==> src/rtl/alu_arbiter_if.sv <==
// Requester and response channels between two ALU clients and the shared-ALU arbiter.
`timescale 1ns/1ps
interface alu_arbiter_if #(
    parameter int WIDTH = 4
);
    logic             req0_valid;
    logic             req0_ready;
    logic [WIDTH-1:0] req0_a;
    logic [WIDTH-1:0] req0_b;
    logic [1:0]       req0_op;

    logic             req1_valid;
    logic             req1_ready;
    logic [WIDTH-1:0] req1_a;
    logic [WIDTH-1:0] req1_b;
    logic [1:0]       req1_op;

    logic             rsp_valid;
    logic             rsp_ready;
    logic             rsp_id;
    logic [WIDTH-1:0] rsp_result;
    logic             rsp_zero;
    logic             rsp_carry;
    logic             busy;

    modport master (
        output req0_valid, req0_a, req0_b, req0_op,
        output req1_valid, req1_a, req1_b, req1_op,
        output rsp_ready,
        input  req0_ready, req1_ready,
        input  rsp_valid, rsp_id, rsp_result, rsp_zero, rsp_carry, busy
    );

    modport slave (
        input  req0_valid, req0_a, req0_b, req0_op,
        input  req1_valid, req1_a, req1_b, req1_op,
        input  rsp_ready,
        output req0_ready, req1_ready,
        output rsp_valid, rsp_id, rsp_result, rsp_zero, rsp_carry, busy
    );
endinterface

==> src/rtl/alu_arbiter.sv <==
// Round-robin arbiter sharing one ALU between two requesters; one operation in flight,
// operands held for ALU_LATENCY cycles, tagged response with back-pressure.
`timescale 1ns/1ps
module alu_arbiter #(
    parameter int WIDTH       = 4,
    parameter int ALU_LATENCY = 1
) (
    input  logic             clk,
    input  logic             rst_n,
    alu_arbiter_if.slave     bus,
    output logic [WIDTH-1:0] alu_a,
    output logic [WIDTH-1:0] alu_b,
    output logic [1:0]       alu_op,
    input  logic [WIDTH-1:0] alu_result,
    input  logic             alu_zero,
    input  logic             alu_carry
);
    localparam int CNT_W = (ALU_LATENCY > 1) ? $clog2(ALU_LATENCY + 1) : 1;
    localparam logic [CNT_W-1:0] LAST = CNT_W'(ALU_LATENCY - 1);

    typedef enum logic [1:0] {IDLE, ISSUE, RESP} state_t;

    state_t           state;
    state_t           state_nxt;
    logic             last_grant;
    logic [CNT_W-1:0] cnt;
    logic             gnt;
    logic             accept;
    logic             capture;
    logic             rsp_done;

    // Carry is only meaningful for add; every other opcode reports 0.
    function automatic logic mask_carry(input logic [1:0] op, input logic c);
        return (op == 2'b00) && c;
    endfunction

    always_ff @(posedge clk) begin
        if (!rst_n) state <= IDLE;
        else        state <= state_nxt;
    end

    always_comb begin
        state_nxt      = state;
        gnt            = 1'b0;
        accept         = 1'b0;
        capture        = 1'b0;
        rsp_done       = 1'b0;
        bus.req0_ready = 1'b0;
        bus.req1_ready = 1'b0;
        case (state)
            IDLE: begin
                // On contention the requester that did not win last time goes first.
                if (bus.req0_valid && bus.req1_valid) gnt = ~last_grant;
                else                                  gnt = bus.req1_valid;
                bus.req0_ready = rst_n && !gnt && bus.req0_valid;
                bus.req1_ready = rst_n &&  gnt && bus.req1_valid;
                accept         = bus.req0_ready || bus.req1_ready;
                if (accept) state_nxt = ISSUE;
            end
            ISSUE: begin
                if (cnt == LAST) begin
                    capture   = 1'b1;
                    state_nxt = RESP;
                end
            end
            RESP: begin
                if (bus.rsp_ready) begin
                    rsp_done  = 1'b1;
                    state_nxt = IDLE;
                end
            end
            default: state_nxt = IDLE;
        endcase
    end

    always_ff @(posedge clk) begin
        if (!rst_n) begin
            alu_a          <= '0;
            alu_b          <= '0;
            alu_op         <= 2'b00;
            bus.rsp_result <= '0;
            bus.rsp_id     <= 1'b0;
            bus.rsp_zero   <= 1'b0;
            bus.rsp_carry  <= 1'b0;
            bus.rsp_valid  <= 1'b0;
            last_grant     <= 1'b1;
            cnt            <= '0;
        end else begin
            if (accept) begin
                alu_a      <= gnt ? bus.req1_a  : bus.req0_a;
                alu_b      <= gnt ? bus.req1_b  : bus.req0_b;
                alu_op     <= gnt ? bus.req1_op : bus.req0_op;
                bus.rsp_id <= gnt;
                last_grant <= gnt;
                cnt        <= '0;
            end else if (state == ISSUE) begin
                cnt <= cnt + CNT_W'(1);
            end
            if (capture) begin
                bus.rsp_result <= alu_result;
                bus.rsp_zero   <= alu_zero;
                bus.rsp_carry  <= mask_carry(alu_op, alu_carry);
                bus.rsp_valid  <= 1'b1;
            end else if (rsp_done) begin
                bus.rsp_valid  <= 1'b0;
            end
        end
    end

    assign bus.busy = (state != IDLE);
endmodule

==> src/flat_wrapper.sv <==
// flat-port wrapper written by rule: the top's interface ports become plain ports
module alu_arbiter_flat 
#(
    parameter int WIDTH       = 4,
    parameter int ALU_LATENCY = 1
)
  (clk, rst_n, alu_a, alu_b, alu_op, alu_result, alu_zero, alu_carry, bus_req0_valid, bus_req0_a, bus_req0_b, bus_req0_op, bus_req1_valid, bus_req1_a, bus_req1_b, bus_req1_op, bus_rsp_ready, bus_req0_ready, bus_req1_ready, bus_rsp_valid, bus_rsp_id, bus_rsp_result, bus_rsp_zero, bus_rsp_carry, bus_busy);
  alu_arbiter_if #(.WIDTH(WIDTH)) bus_i ();
  input  logic clk;
  input  logic rst_n;
  output logic [WIDTH-1:0] alu_a;
  output logic [WIDTH-1:0] alu_b;
  output logic [1:0] alu_op;
  input  logic [WIDTH-1:0] alu_result;
  input  logic alu_zero;
  input  logic alu_carry;
  input wire logic [$bits(bus_i.req0_valid)-1:0] bus_req0_valid;
  input wire logic [$bits(bus_i.req0_a)-1:0] bus_req0_a;
  input wire logic [$bits(bus_i.req0_b)-1:0] bus_req0_b;
  input wire logic [$bits(bus_i.req0_op)-1:0] bus_req0_op;
  input wire logic [$bits(bus_i.req1_valid)-1:0] bus_req1_valid;
  input wire logic [$bits(bus_i.req1_a)-1:0] bus_req1_a;
  input wire logic [$bits(bus_i.req1_b)-1:0] bus_req1_b;
  input wire logic [$bits(bus_i.req1_op)-1:0] bus_req1_op;
  input wire logic [$bits(bus_i.rsp_ready)-1:0] bus_rsp_ready;
  output wire logic [$bits(bus_i.req0_ready)-1:0] bus_req0_ready;
  output wire logic [$bits(bus_i.req1_ready)-1:0] bus_req1_ready;
  output wire logic [$bits(bus_i.rsp_valid)-1:0] bus_rsp_valid;
  output wire logic [$bits(bus_i.rsp_id)-1:0] bus_rsp_id;
  output wire logic [$bits(bus_i.rsp_result)-1:0] bus_rsp_result;
  output wire logic [$bits(bus_i.rsp_zero)-1:0] bus_rsp_zero;
  output wire logic [$bits(bus_i.rsp_carry)-1:0] bus_rsp_carry;
  output wire logic [$bits(bus_i.busy)-1:0] bus_busy;
  assign bus_i.req0_valid = bus_req0_valid;
  assign bus_i.req0_a = bus_req0_a;
  assign bus_i.req0_b = bus_req0_b;
  assign bus_i.req0_op = bus_req0_op;
  assign bus_i.req1_valid = bus_req1_valid;
  assign bus_i.req1_a = bus_req1_a;
  assign bus_i.req1_b = bus_req1_b;
  assign bus_i.req1_op = bus_req1_op;
  assign bus_i.rsp_ready = bus_rsp_ready;
  assign bus_req0_ready = bus_i.req0_ready;
  assign bus_req1_ready = bus_i.req1_ready;
  assign bus_rsp_valid = bus_i.rsp_valid;
  assign bus_rsp_id = bus_i.rsp_id;
  assign bus_rsp_result = bus_i.rsp_result;
  assign bus_rsp_zero = bus_i.rsp_zero;
  assign bus_rsp_carry = bus_i.rsp_carry;
  assign bus_busy = bus_i.busy;
  alu_arbiter #(.WIDTH(WIDTH), .ALU_LATENCY(ALU_LATENCY)) u_core (.clk(clk), .rst_n(rst_n), .bus(bus_i), .alu_a(alu_a), .alu_b(alu_b), .alu_op(alu_op), .alu_result(alu_result), .alu_zero(alu_zero), .alu_carry(alu_carry));
endmodule
==> config.mk <==
export PLATFORM = sky130hd
export DESIGN_NAME = alu_arbiter_flat
export DESIGN_NICKNAME = d
export VERILOG_FILES = /design/src/rtl/alu_arbiter_if.sv /design/src/rtl/alu_arbiter.sv /design/src/flat_wrapper.sv
export SDC_FILE = /design/constraint.sdc
export NUM_CORES = 1
export LEC_CHECK = 0
export CAP_MARGIN = 25
export CORE_MARGIN = 2
export CORE_UTILIZATION = 30
export CTS_CLUSTER_SIZE = 25
export DETAILED_ROUTE_END_ITERATION = 16
export PLACE_DENSITY = 0.76
export SKIP_CTS_REPAIR_TIMING = 1
export SYNTH_ARGS = -nofsm -noshare
export SYNTH_HDL_FRONTEND = slang
export SYNTH_SLANG_ARGS = --single-unit
==> constraint.sdc <==
create_clock -name clk -period 1.4 [get_ports clk]
set_input_delay 0.21 -clock clk [delete_from_list [all_inputs] [get_ports clk]]
set_output_delay 0.21 -clock clk [all_outputs]
set_load 0.02 [all_outputs]
### Yosys cells after proc, flatten, opt, wreduce, memory -nomap -nowiden

Index checks and enable logic that the tools add are counted.

| word-level totals | value |
|---|---|
| bits in latches | 0 |
| output and inout port bits | 21 |
| word-level logic and storage cells | 52 |
| ROM bits | 0 |
| RAM bits | 0 |
| flip-flop bits (word level) | 22 |
| input port bits | 31 |
| memories kept | 0 |

| operators by class | value |
|---|---|
| bitwise operators | 2 |
| $lt $le $gt $ge | 0 |
| add/subtract/negate cells | 1 |
| div/mod/pow operators | 0 |
| equality and inequality tests | 5 |
| shifts and indexed selects | 0 |
| reduce and logical (&&, ||, !) cells | 14 |
| mux-type cells | 19 |
| multipliers | 0 |

Operator list:

| kind | number |
|---|---|
| 2-to-1 mux 1 bit | 12 |
| 2-to-1 mux 2 bit | 4 |
| 2-to-1 mux 4 bit | 2 |
| logical AND 1 bit | 6 |
| one-hot mux 2 bit (3 select lines) | 1 |
| zero test 2 bit | 2 |
| inequality test 2 bit (second input constant) | 2 |
| nonzero test 2 bit | 2 |
| AND reduction 3 bit | 1 |
| == test 2 x 1 -> 1 bit (second input constant) | 1 |
| == test 2 bit (second input constant) | 1 |
| inequality test 2 x 1 -> 1 bit (second input constant) | 1 |
| inverter 1 bit | 2 |
| OR reduction 2 bit | 1 |
| adder 1 bit (second input constant) | 1 |
| zero test 1 bit | 1 |
| logical OR 1 bit | 1 |

### Depth between registers and ports, before layout

| depth | value |
|---|---|
| depth in word-level cells | 9 |
| gate-level depth with buffers | 4 |

### Least setup slack after synthesis

No wires, ideal clock.

| timing path | value |
|---|---|
| path kind | flip-flop to output port |
| from | register u_core.state[1] |
| to | output port bus_req0_ready |
| path slack | -0.120 ns |
| data arrival time | 1.310 ns |
| stages on the path, launching flop included | 3 |
| cells stage by stage | dfxtp_1 -> or3b_4 -> nor3b_1 |

| on the way | value |
|---|---|
| longest elaborated chain between the ends | 2 |

RTL lines:

| what | line | source |
|---|---|---|
| start: declaration | alu_arbiter.sv:23 | `state_t state;` |
| start signal: assignment | alu_arbiter.sv:39 | `else state <= state_nxt;` |
| zero test 2 bit | alu_arbiter.sv:50 | `case (state)` |
| 2-to-1 mux 1 bit | alu_arbiter.sv:50 |  |
| end: declaration | flat_wrapper.sv:26 | `output wire logic [$bits(bus_i.req0_ready)-1:0] bus_req0_ready;` |

Every way passes these cells.

### Final worst setup path

Same ends and word-level chain as after synthesis.

==> impl_metrics.yaml <==
timing:
  worstMarginPinSlew_ps: 378
  final-setup-viol-count: 2
  fin_crit_sh: 1.12
  timing.final.ws_setup_ps: -170
  rsz0062_at_grt: "true"
  relSlewSlack: 0.748
  report.final.slew_viol_count: 0
  finClkSkew_ps: 4.36
  hold_viol_final: 0
  max_freq_mhz: 637
  timing.final.crit_period_ps: 1570
synthesis:
  async_flop_share: 0
  ys.flop_type: "dfxtp_1"
  netlist_area_um2: 981
  ys_warn_count: 0
  syn-num-nets: 129
  synth_edf_count: 0
  ys_ff_latch: 22
  yosysUniqueCellTypes: 25
  syn_inst: 98
  ys_seq_area_frac: 0.449
  synth.avg_cell_area_um2: 10.0
layout:
  fin_area_um2: 1710
  area_growth_pct: 74.5
  diodes: 0
  drive_gt1_frac: 0.167
  final_nets: 194
  n_fill_cell: 285
detailed_routing:
  drt-pass1-iter-count: 4
  postRouteAntennaNets: 0
  routed_via_density: 4.41
  drc: 0
  wl_per_cell_um: 12.0
  drt-total-wl_um: 2480
  drtIter0Drc: 30
  vias: 909
setup_path:
  critPathMaxFanout: 2
  critPathLaunchType: "flop"
  path_class: "flop to primary output"
  cp.arrival_ps: 1360
  cp.required_ps: 1190
  cp-end-kind: "primary output"
  reg2regPathDepth: 4
global_routing:
  track_usage: 0.137
  grt_start_max_net_pins: 15
  antenna_found_initial: 0
  grt_first_pass_wirelength_um: 3860
  grt_pass1_vias: 942
  overflow: 0
flow_run:
  cap_violations: 0
clocking:
  cts_max_path_buffers: 2
  clk_pin_slew_ps: 120
  cts.sinks: 22
  clkLatencyLatePin_ps: 300
  htreeDepth: 1
  numCtsBuffers: 3
  cts_tree: "yes"
  clockRootBuffer: "clkbuf_4"
power:
  cellPowerDensity_nw_per_um2: 1000
  ir_drop_uv: 463
  finalPower_mw: 1.71
  leakage_nw: 0.965
min_path:
  hold_path.class: "input port to flop"
  min_path_cells: 3
die:
  die_x_um: 61.2
  die_h_um: 61.2
  core-area_um2: 3080
  core.rowCount: 20
  die_area_um2: 3740
  start_util: 0.319
  io_pins: 52
place:
  port-buffer-count: 51
  place_congestion: 0.732
  dp_hpwl_um: 1890
  place_area_um2: 1600
run_status:
  violations: "negative setup slack"
  status: "finished, violations left"
[layout make-up]
type	instances	area, um^2	share of cell area
Clock buffer	4	36.3	0.0212
Inverter	3	11.3	0.00658
Multi-Input combinational cell	70	527	0.308
Sequential cell	22	440	0.257
Tap cell	44	55.1	0.0322
Timing Repair Buffer	63	642	0.375
[stage by stage]
| stage | setup TNS [ps] | instances | setup slack (ps) | hold WS (ps) | utilization |
|---|---|---|---|---|---|
| after floorplan | 0 | 98 | 75.7 | 352 | - |
| after global placement | -5650 | 200 | -661 | 448 | 0.519 |
| after detailed placement | -6090 | 200 | -693 | 448 | 0.519 |
| after CTS | -4000 | 204 | -694 | 454 | 0.531 |
| after global routing | -402 | 206 | -243 | 360 | 0.556 |
| final | -184 | 206 | -170 | 354 | 0.556 |
[layer usage]
metal	vias to the layer above	routed length, um	track usage
met5	-	0	0
li1	463	-	-
met4	0	25	0.0559
met2	29	1320	0.246
met3	2	137	0.0189
met1	415	990	0.164
[path summary, 6_finish.rpt]
| check | from | slack, ps | end |
|---|---|---|---|
| setup reg to reg | u_core.state[1]$_SDFFE_PN0P_ | 40 | u_core.alu_op[1]$_SDFFE_PN0P_ |
| setup / recovery | u_core.state[1]$_SDFFE_PN0P_ | -170 | bus_req0_ready |
| hold reg to reg | u_core.alu_a[2]$_SDFFE_PN0P_ | 460 | u_core.alu_a[2]$_SDFFE_PN0P_ |
| hold / removal | rst_n | 350 | u_core.last_grant$_SDFFE_PN1P_ |
[layout by cell type (no fill, tap or decap), types with 2 or more instances in the layout]
cell type        synthesis  layout
a21oi_1                  5       5
and3_1                   2       2
buf_4                    1      13
clkbuf_4                 0       3
clkdlybuf4s50_1          0      29
dfxtp_1                 22      22
dlymetal6s2s_1           0      19
inv_1                    2       2
mux2i_1                 25      25
nand2_1                 11      11
nor2_1                  10       8
nor2_4                   0       2
nor2b_1                  2       2
o21ai_1                  2       2
[logic make-up after synthesis]
family	share of synthesized area
simple gates	0.170
mux	0.255
flops	0.449
compound gates	0.0689
buf+inv	0.0485
xor+xnor	0.00893
[critical path, stage by stage, from the launching register on]
cell and delay [ps]:
dfxtp_1 330, or3b_4 400, nor3b_2 180, buf_4 160
[report_power, final]
| group | internal (mW) | switching, mW |
|---|---|---|
| Combinational | 0.337 | 0.288 |
| Sequential | 0.705 | 0.0473 |
| Clock | 0.158 | 0.177 |
| Total | 1.20 | 0.512 |
[sequential cells by signal (all words and copies together), names as in the netlist]
signal / cells
u_core.bus.rsp_id: 1
u_core.alu_a: 4
u_core.cnt: 1
u_core.bus.rsp_zero: 1
u_core.alu_op: 2
u_core.last_grant: 1
u_core.state: 2
u_core.bus.rsp_carry: 1
u_core.bus.rsp_result: 4
u_core.bus.rsp_valid: 1
u_core.alu_b: 4
[synthesized netlist by cell type (all sizes together) (2+ instances only)]
cell type / number / share of area
nand2: 11 / 0.042
mux2i: 25 / 0.26
inv: 3 / 0.011
a21oi: 5 / 0.026
nor2: 11 / 0.059
and3: 2 / 0.013
nor3b: 2 / 0.015
o21ai: 3 / 0.015
nor2b: 2 / 0.013
buf: 3 / 0.033
dfxtp: 22 / 0.45
(Power assumes the default switching activity.)
